[src/rtl/mem_arb_pkg.sv]
// Shared state encoding and counter widths for the unified-memory port arbiter.
package mem_arb_pkg;

  localparam logic [1:0] IDLE    = 2'd0;
  localparam logic [1:0] BUSY_IF = 2'd1;
  localparam logic [1:0] BUSY_DM = 2'd2;

  localparam int unsigned LAT_CNT_W    = 3;
  localparam int unsigned STARVE_CNT_W = 2;

endpackage

[src/rtl/arb_sat_ctr.sv]
// Saturating up-counter with synchronous clear; tracks consecutive data grants that
// bypassed a waiting fetch.
module arb_sat_ctr #(
  parameter int unsigned W = 2
) (
  input  logic         i_clk,
  input  logic         i_rst,
  input  logic         i_clr,
  input  logic         i_inc,
  input  logic [W-1:0] i_max,
  output logic [W-1:0] o_cnt
);

  logic [W-1:0] r_cnt;

  always_ff @(posedge i_clk) begin
    if (i_rst) begin
      r_cnt <= '0;
    end else if (i_clr) begin
      r_cnt <= '0;
    end else if (i_inc && (r_cnt != i_max)) begin
      r_cnt <= r_cnt + W'(1);
    end
  end

  assign o_cnt = r_cnt;

endmodule

[src/rtl/mem_port_arbiter.sv]
// Arbitrates fetch and data ports onto one memory with a fixed access latency.
// Optional fetch anti-starvation guard enabled by defining MEM_ARB_STARVE_GUARD_EN.
module mem_port_arbiter
  import mem_arb_pkg::*;
#(
  parameter int unsigned ADDR_W     = 16,
  parameter int unsigned DATA_W     = 16,
  parameter int unsigned LAT        = 4,
  parameter int unsigned STARVE_MAX = 3
) (
  input  logic              i_clk,
  input  logic              i_rst,
  input  logic              i_if_req,
  input  logic [ADDR_W-1:0] i_if_addr,
  input  logic              i_dm_req,
  input  logic              i_dm_wr,
  input  logic [ADDR_W-1:0] i_dm_addr,
  input  logic [DATA_W-1:0] i_dm_wdata,
  output logic              o_if_grant,
  output logic              o_dm_grant,
  output logic              o_if_done,
  output logic              o_dm_done,
  output logic              o_mem_en,
  output logic              o_mem_wr,
  output logic [ADDR_W-1:0] o_mem_addr,
  output logic [DATA_W-1:0] o_mem_wdata,
  output logic              o_busy,
  output logic              o_err
);

  if (LAT < 2 || LAT > 7) begin : g_bad_lat
    $error("mem_port_arbiter: LAT must be within 2..7");
  end
  if (STARVE_MAX < 1 || STARVE_MAX >= (1 << STARVE_CNT_W)) begin : g_bad_starve
    $error("mem_port_arbiter: STARVE_MAX does not fit the starvation counter");
  end

  localparam logic [LAT_CNT_W-1:0] LatLast = LAT_CNT_W'(LAT - 1);

  logic [1:0]           r_state;
  logic [1:0]           w_state_next;
  logic [LAT_CNT_W-1:0] r_lat_cnt;
  logic                 w_lat_last;
  logic                 w_if_starved;
  logic                 w_if_grant;
  logic                 w_dm_grant;

  logic              r_mem_en;
  logic              r_mem_wr;
  logic [ADDR_W-1:0] r_mem_addr;
  logic [DATA_W-1:0] r_mem_wdata;

`ifdef MEM_ARB_STARVE_GUARD_EN
  localparam logic [STARVE_CNT_W-1:0] StarveMax = STARVE_CNT_W'(STARVE_MAX);

  logic [STARVE_CNT_W-1:0] w_starve_cnt;

  arb_sat_ctr #(
    .W(STARVE_CNT_W)
  ) u_starve_ctr (
    .i_clk(i_clk),
    .i_rst(i_rst),
    .i_clr(w_if_grant),
    .i_inc(w_dm_grant & i_if_req),
    .i_max(StarveMax),
    .o_cnt(w_starve_cnt)
  );

  assign w_if_starved = i_if_req && (w_starve_cnt == StarveMax);
`else
  assign w_if_starved = 1'b0;
`endif

  assign w_lat_last = (r_lat_cnt == LatLast);

  always_ff @(posedge i_clk) begin
    if (i_rst) begin
      r_state <= IDLE;
    end else begin
      r_state <= w_state_next;
    end
  end

  always_comb begin
    w_state_next = r_state;
    case (r_state)
      IDLE: begin
        if (w_dm_grant) begin
          w_state_next = BUSY_DM;
        end else if (w_if_grant) begin
          w_state_next = BUSY_IF;
        end
      end
      BUSY_IF, BUSY_DM: begin
        if (w_lat_last) begin
          w_state_next = IDLE;
        end
      end
      default: w_state_next = IDLE;
    endcase
  end

  // Every strobe is gated by reset so an access aborted by rst never reports done.
  always_comb begin
    w_dm_grant = 1'b0;
    w_if_grant = 1'b0;
    o_if_done  = 1'b0;
    o_dm_done  = 1'b0;
    o_busy     = 1'b0;
    o_err      = 1'b0;
    if (!i_rst) begin
      case (r_state)
        IDLE: begin
          w_dm_grant = i_dm_req && !w_if_starved;
          w_if_grant = i_if_req && !w_dm_grant;
        end
        BUSY_IF: begin
          o_busy    = 1'b1;
          o_if_done = w_lat_last;
        end
        BUSY_DM: begin
          o_busy    = 1'b1;
          o_dm_done = w_lat_last;
        end
        default: o_err = 1'b1;
      endcase
    end
  end

  assign o_if_grant = w_if_grant;
  assign o_dm_grant = w_dm_grant;

  always_ff @(posedge i_clk) begin
    if (i_rst) begin
      r_lat_cnt <= '0;
    end else if (w_if_grant || w_dm_grant) begin
      r_lat_cnt <= LAT_CNT_W'(1);
    end else if (r_state == BUSY_IF || r_state == BUSY_DM) begin
      r_lat_cnt <= w_lat_last ? '0 : r_lat_cnt + LAT_CNT_W'(1);
    end
  end

  // Command fields hold from the cycle after grant until the next grant.
  always_ff @(posedge i_clk) begin
    if (i_rst) begin
      r_mem_en    <= 1'b0;
      r_mem_wr    <= 1'b0;
      r_mem_addr  <= '0;
      r_mem_wdata <= '0;
    end else begin
      r_mem_en <= w_if_grant | w_dm_grant;
      if (w_dm_grant) begin
        r_mem_wr    <= i_dm_wr;
        r_mem_addr  <= i_dm_addr;
        r_mem_wdata <= i_dm_wdata;
      end else if (w_if_grant) begin
        r_mem_wr    <= 1'b0;
        r_mem_addr  <= i_if_addr;
        r_mem_wdata <= '0;
      end
    end
  end

  assign o_mem_en    = r_mem_en;
  assign o_mem_wr    = r_mem_wr;
  assign o_mem_addr  = r_mem_addr;
  assign o_mem_wdata = r_mem_wdata;

endmodule
[config.mk]
export PLATFORM = sky130hd
export DESIGN_NAME = mem_port_arbiter
export DESIGN_NICKNAME = d
export VERILOG_FILES = /design/src/rtl/mem_arb_pkg.sv /design/src/rtl/arb_sat_ctr.sv /design/src/rtl/mem_port_arbiter.sv
export SDC_FILE = /design/constraint.sdc
export NUM_CORES = 1
export LEC_CHECK = 0
export BUFFER_PORTS_ARGS = -buffer_cell sky130_fd_sc_hd__buf_2
export CORE_MARGIN = 2
export CORE_UTILIZATION = 40
export CTS_BUF_LIST = sky130_fd_sc_hd__clkbuf_2
export DETAILED_ROUTE_END_ITERATION = 6
export GPL_ROUTABILITY_DRIVEN = 1
export GPL_TIMING_DRIVEN = 0
export PLACE_DENSITY = 0.78
export SLEW_MARGIN = 20
export SYNTH_ARGS = -nofsm -noshare
export SYNTH_HDL_FRONTEND = slang
export SYNTH_HIERARCHICAL = 1
export SYNTH_SLANG_ARGS = --single-unit
[constraint.sdc]
create_clock -name i_clk -period 1.5 [get_ports i_clk]
set_input_delay 0.075 -clock i_clk [delete_from_list [all_inputs] [get_ports i_clk]]
set_output_delay 0.075 -clock i_clk [all_outputs]
set_load 0.02 [all_outputs]
# [Yosys cells after proc, flatten, opt, wreduce, memory -nomap -nowiden]
# Cells that the tools add are included.
[word_totals] n_memories=0 mem_bits_rw=0 input_bits=53 latchBits=0 register_bits=39 mem_bits_ro=0
[classes] n_lt_le_gt_ge=0 shift=0 div_mod_pow=0 n_bitwise=1 n_mul=0 eq_ne=5 n_reduce_logical=11 add_sub_neg=1 n_mux=25
[ops] operator="$mux 16" n=4
[ops] operator="$mux 1" n=16
[ops] operator="$mux 2" n=3
[ops] operator="$pmux 2 s2" n=1
[ops] operator="$reduce_bool 2->1" n=2
[ops] operator="$reduce_or 2->1" n=2
[ops] operator="$add 3x1->3 const B" n=1
[ops] operator="$eq 3x2->1 const B" n=1
[ops] operator="$mux 3" n=1
[ops] operator="$ne 3x3->1 const B" n=1
[ops] operator="$reduce_or 3->1" n=1
[ops] operator="$eq 2x1->1 const B" n=1
[ops] operator="$eq 2x2->1 const B" n=1
[ops] operator="$logic_not 2->1" n=1
[ops] operator="$logic_or 1x1->1" n=2
[ops] operator="$ne 2x1->1 const B" n=1
[ops] operator="$reduce_and 2->1" n=1
[ops] operator="$logic_and 1x1->1" n=1
[ops] operator="$logic_not 1->1" n=1
[ops] operator="$or 1x1->1" n=1

# [Logic depth before layout (Yosys ltp)]
# Gate-level depths: netlist of run 1.
[depth] depth_word=7 ltp_mapped=7

# [Worst setup path before layout of run 1]
# No wires, ideal clock.
[synth_timing] kind="flip-flop to flip-flop" startpoint="reg r_state[0]" endpoint="reg r_mem_wdata[10], in the netlist o_mem_wdata[10]" arrival_time_ns=1.512 setup_slack_ns=-0.071 n_path_buf=2 path_stages_with_launch=8 cell_sequence="dfxtp_1 > inv_1 > ha_1 > and2_1 > buf_2 > nor3_4 > buf_6 > a22o_1"
[synth_between] elab_chain_cells=4 word_cells_on_any_way=7
[synth_rtl] item="from (decl)" line_no="mem_port_arbiter.sv:40" rtl="logic [1:0] r_state;"
[synth_rtl] item="from (signal assigned)" line_no="mem_port_arbiter.sv:80" rtl="r_state <= w_state_next;"
[synth_rtl] item="$logic_not 2->1 (*)" line_no="mem_port_arbiter.sv:112" rtl="case (r_state)"
[synth_rtl] item="$mux 1" line_no="mem_port_arbiter.sv:112"
[synth_rtl] item="$mux 1" line_no="mem_port_arbiter.sv:111" rtl="if (!i_rst) begin"
[synth_rtl] item="$mux 16 or $reduce_bool 2->1 (tied branches)"
[synth_rtl] item="to (signal assigned)" line_no="mem_port_arbiter.sv:155" rtl="r_mem_wdata <= i_dm_wdata;"
[synth_rtl] item="to (decl)" line_no="mem_port_arbiter.sv:51" rtl="logic [DATA_W-1:0] r_mem_wdata;"
# Every way passes the cells marked *; elsewhere a longest branch is shown, timed or not.
# A chain may end at the register's enable or synchronous reset.

# [Worst setup path in the final report of run 1]
[layout_timing] startpoint="reg r_state[0]" endpoint="reg r_lat_cnt[2]"
[layout_between] elab_chain_cells=5 word_cells_on_any_way=10
[layout_rtl] item="$logic_not 2->1" line_no="mem_port_arbiter.sv:112"
[layout_rtl] item="$mux 1" line_no="mem_port_arbiter.sv:112"
[layout_rtl] item="$mux 1" line_no="mem_port_arbiter.sv:111"
[layout_rtl] item="$logic_or 1x1->1" line_no="mem_port_arbiter.sv:136" rtl="end else if (w_if_grant || w_dm_grant) begin"
[layout_rtl] item="$reduce_or 2->1 (no source line)"
[layout_rtl] item="to (signal assigned)" line_no="mem_port_arbiter.sv:139" rtl="r_lat_cnt <= w_lat_last ? '0 : r_lat_cnt + LAT_CNT_W'(1);"
[layout_rtl] item="to (decl)" line_no="mem_port_arbiter.sv:42" rtl="logic [LAT_CNT_W-1:0] r_lat_cnt;"
# Several ways; a longest one is shown, not always the timed one.

==> metrics.log, run 1 <==
[metrics] result of the run: finished with violations
[metrics] violations in the final reports: negative setup slack
[metrics] summed instance area of the synthesized netlist: 1556 sq um
[metrics] Netlist cell types: 28
[metrics] first-iteration detailed-routing DRC count: 119
[metrics] data arrival time of the worst path: 2000 ps
[metrics] Setup TNS: -2351 ps
[metrics] number of filler cells placed in the layout: 209
[metrics] die outline height: 66.38 microns
[metrics] unrepaired setup endpoints after global routing: true
[metrics] cells after synthesis: 155
[metrics] crit start category: flop
[metrics] fraction of the mapped netlist area in simple logic gates: 16.72%
[metrics] clock insertion delay at the later pin of the skew report: 410 ps
[metrics] CP endpoint kind: flop
[metrics] Final Instance Area: 2993 sq um
[metrics] relative contribution of the clock network to total power: 13.2%
[metrics] FMAX: 609.2 MHz
[metrics] switching share of total power: 40.89%
[metrics] Initial Utilization: 42.20%
[metrics] half-perimeter wire length after detailed placement: 3056 microns
[metrics] switching power: 1.526 mW
[metrics] number of buffers added by the clock tree synthesis step: 5
[metrics] number of antenna violations at the first check in global routing: 0
[metrics] share of synthesized cell area in full adder, half adder and majority cells: 4.823%
[metrics] placeable core area: 3689 sq um
[metrics] fraction of the yosys area taken by sequential cells: 50.16%
[metrics] total of flip-flops plus latches after synthesis: 39
[metrics] root buf cell: sky130_fd_sc_hd__clkbuf_2
[metrics] number of design rule violations left after detail routing: 0
[metrics] Final Critical Period: 1642 ps
[metrics] Yosys Warn Count: 6
[metrics] flip-flop cell with the highest count after synthesis: sky130_fd_sc_hd__dfxtp_1
[metrics] register clock-pin slew on the reported worst setup and hold paths: 220 ps
[metrics] fraction of final layout cells with drive strength greater than 1: 49.52%
[metrics] I/O pin cnt: 93
[metrics] number of maximum-capacitance constraint violations: 0
[metrics] maximum vdd ir drop: 0.6007 mV
[metrics] worst hold slack: 42.70 ps
[metrics] global-route total usage across every layer: 27.67%
[metrics] Die Outline Area: 4406 sq um
[metrics] Comb pwr share: 49.5%
[metrics] Final setup viols: 28
[metrics] vias after detailed routing: 1,985
[metrics] Fin Clk Skew: 16.96 ps
[metrics] CTS sink cnt: 39
[metrics] final standard cell count with taps included and fillers excluded: 361
[metrics] highest fanout seen on the critical path: 4
[metrics] Syn Nets: 214
[metrics] Routed WL per cell: 18.73 microns
[metrics] Synth Area in Compound Gates: 22.83%
[metrics] routability cong.: 0.7568
[metrics] asr flop ratio synth: 0%
[metrics] max-slew violation total from the final report: 0
[metrics] placement-stage cell area: 2087 sq um
[metrics] first-pass GRT wire length: 9011 microns
[metrics] maximum number of pins on one net before global-route repair: 14
[metrics] area grow syn2layout: 92.28%
[metrics] largest family of logic cells by synthesized area: compound AO/OA/AOI/OAI gates
[metrics] n_diodes: 0
[metrics] Detailed Route WL: 6763 microns
[metrics] setup slack after layout: -141.6 ps
[metrics] Critical Setup Path Class: flop to flop
[metrics] x dimension of the die: 66.38 microns
[metrics] total power divided by cell area: 1247 nW/um^2
[metrics] transition time at the pin with the least slew margin: 520.6 ps
[metrics] vias per inst: 5.499
[metrics] number of standard-cell rows in the floorplan: 22
[metrics] worst slew slack as a fraction of its limit: 65.30%
[metrics] TritonCTS clock tree: done
[metrics] internal power: 2.205 mW
[metrics] via count of the first global-routing pass: 1,915
[metrics] highest-count cells in the layout ignoring fill and taps: sky130_fd_sc_hd__buf_2, sky130_fd_sc_hd__dlygate4sd3_1, sky130_fd_sc_hd__dfxtp_1
[metrics] total instance count after detailed placement: 294
[metrics] Flop pwr share: 37.2%
[metrics] number of buffers on the longest clock path: 2
[metrics] final worst-path cycle share: 109.4%
[metrics] endpoints failing hold: 0
[metrics] number of flops mapped to enable cells by yosys: 0
[metrics] leakage power summed over all cells: 1.375 nW
[metrics] sum of overflow across all layers after global routing: 0
[metrics] final antenna-violating net count: 0
[metrics] count of input and output buffers: 91
[metrics] most common cell after layout, fill and taps aside: sky130_fd_sc_hd__buf_2
[metrics] Worst Path Required: 1860 ps
[metrics] mux share of post-synthesis cell area: 0%
[metrics] path category of the worst min-delay check: input port to flop
[metrics] worst-case register-to-register setup slack: -140 ps
[metrics] 1st-pass router iterations: 4
[metrics] XOR/XNOR Fraction of Synth Area: 0%
[metrics] H-tree levels: 2
[metrics] Final Net Count: 371
[metrics] synthesized area per cell: 10.04 sq um
[stage by stage]
step,util (%),setup slack (ps),power [mW]
floorplan,-,13.14,2.189
global placement,56.58,-201.6,2.548
detailed placement,56.58,-249.2,2.585
CTS,75.24,-66.18,3.362
global route,81.14,-193.5,3.919
finish,81.14,-141.6,3.731
[path summary, 6_finish.rpt]
kind,start,to,depth (start not counted)
worst max-delay path,r_state[0]$_SDFFE_PP0P_,r_lat_cnt[2]$_SDFFE_PP0N_,7
worst min-delay path,i_rst,o_mem_en$_SDFF_PP0_,2
worst max register to register,r_state[0]$_SDFFE_PP0P_,r_lat_cnt[2]$_SDFFE_PP0N_,7
worst min register to register,o_mem_wdata[1]$_SDFFE_PP0P_,o_mem_wdata[1]$_SDFFE_PP0P_,1
[power by group through the flow]
stage | logic, mW | registers (mW) | clock network, mW
final | 1.85 | 1.39 | 0.494
after CTS | 1.52 | 1.34 | 0.493
after floorplan | 0.628 | 1.56 | 0
after detailed placement | 1.23 | 1.36 | 0
after global routing | 1.96 | 1.41 | 0.550
after global placement | 1.20 | 1.35 | 0
[synthesized netlist by cell type, types with 2 or more instances]
cell                       number  area, sq um
sky130_fd_sc_hd__o221ai_1      16        140.1
sky130_fd_sc_hd__inv_1          3        11.26
sky130_fd_sc_hd__nand2b_1       2        12.51
sky130_fd_sc_hd__nor3b_1        2        15.01
sky130_fd_sc_hd__dfxtp_1       39        780.8
sky130_fd_sc_hd__nand3b_1       2        15.01
sky130_fd_sc_hd__buf_2          2        10.01
sky130_fd_sc_hd__a22o_1        19        166.4
sky130_fd_sc_hd__nand2_1        4        15.01
sky130_fd_sc_hd__ha_1           6        75.07
sky130_fd_sc_hd__buf_6          2        22.52
sky130_fd_sc_hd__nor3_1        16        80.08
sky130_fd_sc_hd__clkbuf_1       8        30.03
sky130_fd_sc_hd__a21oi_1        3        15.01
sky130_fd_sc_hd__nor2_1        18        67.56
[timing repair]
action / CTS / global route
pin swaps: 4 / 9
gates resized for setup: 35 / 39
hold buffers: 48 / 0
endpoints found under the setup margin: 38 / 42
hold endpoints to repair: 33 / 0
gates cloned: 0 / 2
setup buffers: 8 / 5
[metal layers]
| layer | track usage, % | routed length, microns | vias up | part of all wire [%] |
|---|---|---|---|---|
| li1 | - | - | 893 | - |
| met1 | 28.95 | 2481 | 953 | 37 |
| met2 | 50.38 | 3606 | 108 | 53 |
| met3 | 5.451 | 362 | 31 | 5.4 |
| met4 | 16.58 | 313 | 0 | 4.6 |
| met5 | 0 | 0 | - | 0 |
[area by class of cell]
type,count,area [sq um],share of cell area [%]
Clock buffer,5,25.02,0.8361
Clock inverter,3,20.02,0.6689
Inverter,4,22.52,0.7525
Timing Repair Buffer,154,1112,37.17
Sequential cell,39,788.3,26.34
Tap cell,48,60.06,2.007
Buffer,9,85.08,2.843
Multi-Input combinational cell,99,879.6,29.39
[critical path: stages (launching register included)]
cell and delay, ps:
sky130_fd_sc_hd__dfxtp_2 420, sky130_fd_sc_hd__inv_4 60, sky130_fd_sc_hd__ha_4 170, sky130_fd_sc_hd__and3b_1 180, sky130_fd_sc_hd__buf_6 130, sky130_fd_sc_hd__nor3_4 320
sky130_fd_sc_hd__buf_6 150, sky130_fd_sc_hd__and3_1 170
[registers in the layout, summed over array words and instances, names as in the netlist]
name         flops
o_mem_addr      16
o_mem_wdata     16
r_lat_cnt        3
r_state          2
o_mem_en         1
o_mem_wr         1
[cell families (layout without fill, tap and decap cells)]
family                     Yosys count  in the layout
adders and majority gates            6              6
AOI/OAI and AO/OA                   42             42
DFF                                 39             39
buffers and inverters               17            175
and+or+nand+nor                     51             51
Note: power is estimated with default switching activity, not from simulation.
==> run 2, diff against run 1 <==
- CORE_MARGIN: 2 -> unset
- RECOVER_POWER: unset -> 25
==> metrics.log, run 2 (synthesized netlist as in run 1, its figures left out) <==
[metrics] most common cell after layout, fill and taps aside: sky130_fd_sc_hd__buf_2 (unchanged)
[metrics] CP endpoint kind: output port (was flop)
[metrics] Final Critical Period: 1583 ps (was 1642 ps)
[metrics] placement-stage cell area: 2087 sq um (unchanged)
[metrics] worst-path cell chain: inv_4 > ha_4 > nand3b_1 > clkbuf_8 > nor2_4 > buf_6 (was inv_4 > ha_4 > and3b_1 > buf_6 > nor3_4 > buf_6 > and3_1)
[metrics] half-perimeter wire length after detailed placement: 2859 microns (was 3056 microns)
[metrics] global-route total usage across every layer: 28.67% (was 27.67%)
[metrics] clock insertion delay at the later pin of the skew report: 410 ps (about the same)
[metrics] Initial Utilization: 42.20% (unchanged)
[metrics] Detail Route met3 WL: 275 microns (was 362 microns)
[metrics] number of design rule violations left after detail routing: 0 (unchanged)
[metrics] Worst Path Required: 1420 ps (was 1860 ps)
[metrics] Detailed Route WL: 6106 microns (was 6763 microns)
[metrics] total power divided by cell area: 1286 nW/um^2 (was 1247 nW/um^2)
[metrics] via count of the first global-routing pass: 1,939 (was 1,915)
[metrics] vias after detailed routing: 1,913 (was 1,985)
[metrics] max-slew violation total from the final report: 0 (unchanged)
[metrics] FMAX: 631.7 MHz (was 609.2 MHz)
[metrics] cell family with the largest share of critical-path delay: flip-flops (was simple AND/OR/NAND/NOR gates)
[metrics] met2 routed wirelength: 3255 microns (was 3606 microns)
[metrics] endpoints failing hold: 1 (was 0)
[metrics] uppermost routed layer: met4 (unchanged)
[metrics] maximum number of pins on one net before global-route repair: 13 (was 14)
[metrics] number of filler cells placed in the layout: 237 (was 209)
[metrics] Fin Clk Skew: 27.58 ps (was 16.96 ps)
[metrics] met1 WL: 2353 microns (was 2481 microns)
[metrics] setup slack after layout: -83.02 ps (was -141.6 ps)
[metrics] crit start category: flop (unchanged)
[metrics] CP max-delay cell: sky130_fd_sc_hd__dfxtp_4 (was sky130_fd_sc_hd__dfxtp_2)
[metrics] first-iteration detailed-routing DRC count: 86 (was 119)
[metrics] Final Net Count: 368 (was 371)
[metrics] Die Outline Area: 4145 sq um (was 4406 sq um)
[metrics] TritonCTS clock tree: done (unchanged)
[metrics] stage delay of the slowest cell on the critical path: 410 ps (was 420 ps)
[metrics] H-tree levels: 2 (unchanged)
[metrics] worst hold slack: -5.588 ps (was 42.70 ps)
[metrics] die outline height: 64.38 microns (was 66.38 microns)
[metrics] fraction of final layout cells with drive strength greater than 1: 42.58% (was 49.52%)
[metrics] n_diodes: 0 (unchanged)
[metrics] I/O pin cnt: 93 (unchanged)
[metrics] violations in the final reports: negative hold slack, negative setup slack (was negative setup slack)
[metrics] Final setup viols: 25 (was 28)
[metrics] number of buffers on the longest clock path: 2 (unchanged)
[metrics] 1st-pass router iterations: 4 (unchanged)
[metrics] result of the run: finished with violations (unchanged)
[metrics] highest-count cells in the layout ignoring fill and taps: sky130_fd_sc_hd__buf_2, sky130_fd_sc_hd__dlygate4sd3_1, sky130_fd_sc_hd__dfxtp_1 (unchanged)
[metrics] number of antenna violations at the first check in global routing: 0 (unchanged)
[metrics] number of buffers added by the clock tree synthesis step: 5 (unchanged)
[metrics] Routed WL per cell: 17.06 microns (was 18.73 microns)
[metrics] count of input and output buffers: 91 (unchanged)
[metrics] area grow syn2layout: 83.68% (was 92.28%)
[metrics] number of standard-cell rows in the floorplan: 22 (unchanged)
[metrics] leakage power summed over all cells: 1.292 nW (was 1.375 nW)
[metrics] Final Instance Area: 2859 sq um (was 2993 sq um)
[metrics] highest fanout seen on the critical path: 3 (was 4)
[metrics] register clock-pin slew on the reported worst setup and hold paths: 210 ps (was 220 ps)
[metrics] final antenna-violating net count: 0 (unchanged)
[metrics] maximum vdd ir drop: 0.9418 mV (was 0.6007 mV)
[metrics] x dimension of the die: 64.38 microns (was 66.38 microns)
[metrics] buffers plus inverters on the worst setup path: 3 (unchanged)
[metrics] placeable core area: 3689 sq um (unchanged)
[metrics] vias per inst: 5.344 (was 5.499)
[metrics] CTS sink cnt: 39 (unchanged)
[metrics] post-layout total power: 3.677 mW (was 3.731 mW)
[metrics] final worst-path cycle share: 105.5% (was 109.4%)
[metrics] transition time at the pin with the least slew margin: 474.4 ps (was 520.6 ps)
[metrics] sum of overflow across all layers after global routing: 0 (unchanged)
[metrics] data arrival time of the worst path: 1510 ps (was 2000 ps)
[metrics] path category of the worst min-delay check: input port to flop (unchanged)
[metrics] number of maximum-capacitance constraint violations: 0 (unchanged)
[metrics] worst slew slack as a fraction of its limit: 68.37% (was 65.30%)
[metrics] root buf cell: sky130_fd_sc_hd__clkbuf_2 (unchanged)
[metrics] unrepaired setup endpoints after global routing: true (unchanged)
[metrics] first-pass GRT wire length: 9121 microns (was 9011 microns)
[metrics] routability cong.: 0.7975 (was 0.7568)
[metrics] Critical Setup Path Class: flop to output port (was flop to flop)
==> run 2: cell types whose count changed in the layout (fill, tap and decap cells not counted), sizes merged <==
cell,before,now
dlygate4sd3,48,46
clkbuf,10,22
bufinv,0,1
clkinv,2,3
buf,110,97
clkinvlp,2,0
==> run 2: power by group <==
group          total [mW]  internal, mW  switching (mW)  leakage, nW
sequential           1.36          1.24           0.124        0.324
clock               0.627         0.274           0.353       0.0404
combinational        1.69         0.759           0.927        0.928
==> run 2: final cells by class <==
| class | count | area, sq um | area share [%] |
|---|---|---|---|
| Timing Repair Buffer | 151 | 1039 | 36.32 |
| Multi-Input combinational cell | 99 | 812.0 | 28.40 |
| Clock buffer | 5 | 25.02 | 0.8753 |
| Inverter | 4 | 22.52 | 0.7877 |
| Sequential cell | 39 | 788.3 | 27.57 |
| Buffer | 9 | 73.82 | 2.582 |
| Clock inverter | 3 | 38.79 | 1.357 |
| Tap cell | 48 | 60.06 | 2.101 |
==> run 2: what timing repair did <==
action	4_1_cts	5_1_grt
endpoints found under the hold margin	33	0
buffers inserted	10	3
hold buffers	46	0
cloned	1	0
gates resized for setup	29	26
pin swaps	4	10
setup endpoints to repair	44	35
==> run 2: routing by layer <==
layer	global-route usage (%)	vias up
li1	-	890
met1	33.22	897
met2	50.66	102
met3	4.643	24
met4	13.89	0
met5	0	-
==> run 2: tightest hold or removal path, cell delays in order <==
cell                       delay (ps)
sky130_fd_sc_hd__buf_2             80
sky130_fd_sc_hd__o221ai_1         120
sky130_fd_sc_hd__nor2_1           100
==> run 2: per-stage QoR <==
stage / setup TNS (ps) / hold slack (ps) / util, % / setup WS [ps] / cells
floorplan: 0 / 207.7 / - / 13.14 / 155
global placement: -3885 / 290.6 / 56.58 / -205.9 / 294
detailed placement: -4861 / 294.1 / 56.58 / -240.4 / 294
CTS: -522.6 / 1.111 / 75.27 / -59.82 / 356
global route: -2743 / 11.26 / 77.51 / -131.1 / 358
finish: -1328 / -5.588 / 77.51 / -83.02 / 358
==> run 2: final timing paths <==
kind | from | to | slack (ps) | cells after the start
worst max-delay path | r_state[1]$_SDFFE_PP0P_ | o_if_grant | -80 | 6
worst min-delay path | i_dm_addr[14] | o_mem_addr[14]$_SDFFE_PP0P_ | -6 | 3
worst max register to register | r_state[1]$_SDFFE_PP0P_ | r_lat_cnt[2]$_SDFFE_PP0N_ | -70 | 7
worst min register to register | o_mem_wdata[0]$_SDFFE_PP0P_ | o_mem_wdata[0]$_SDFFE_PP0P_ | 500 | 1
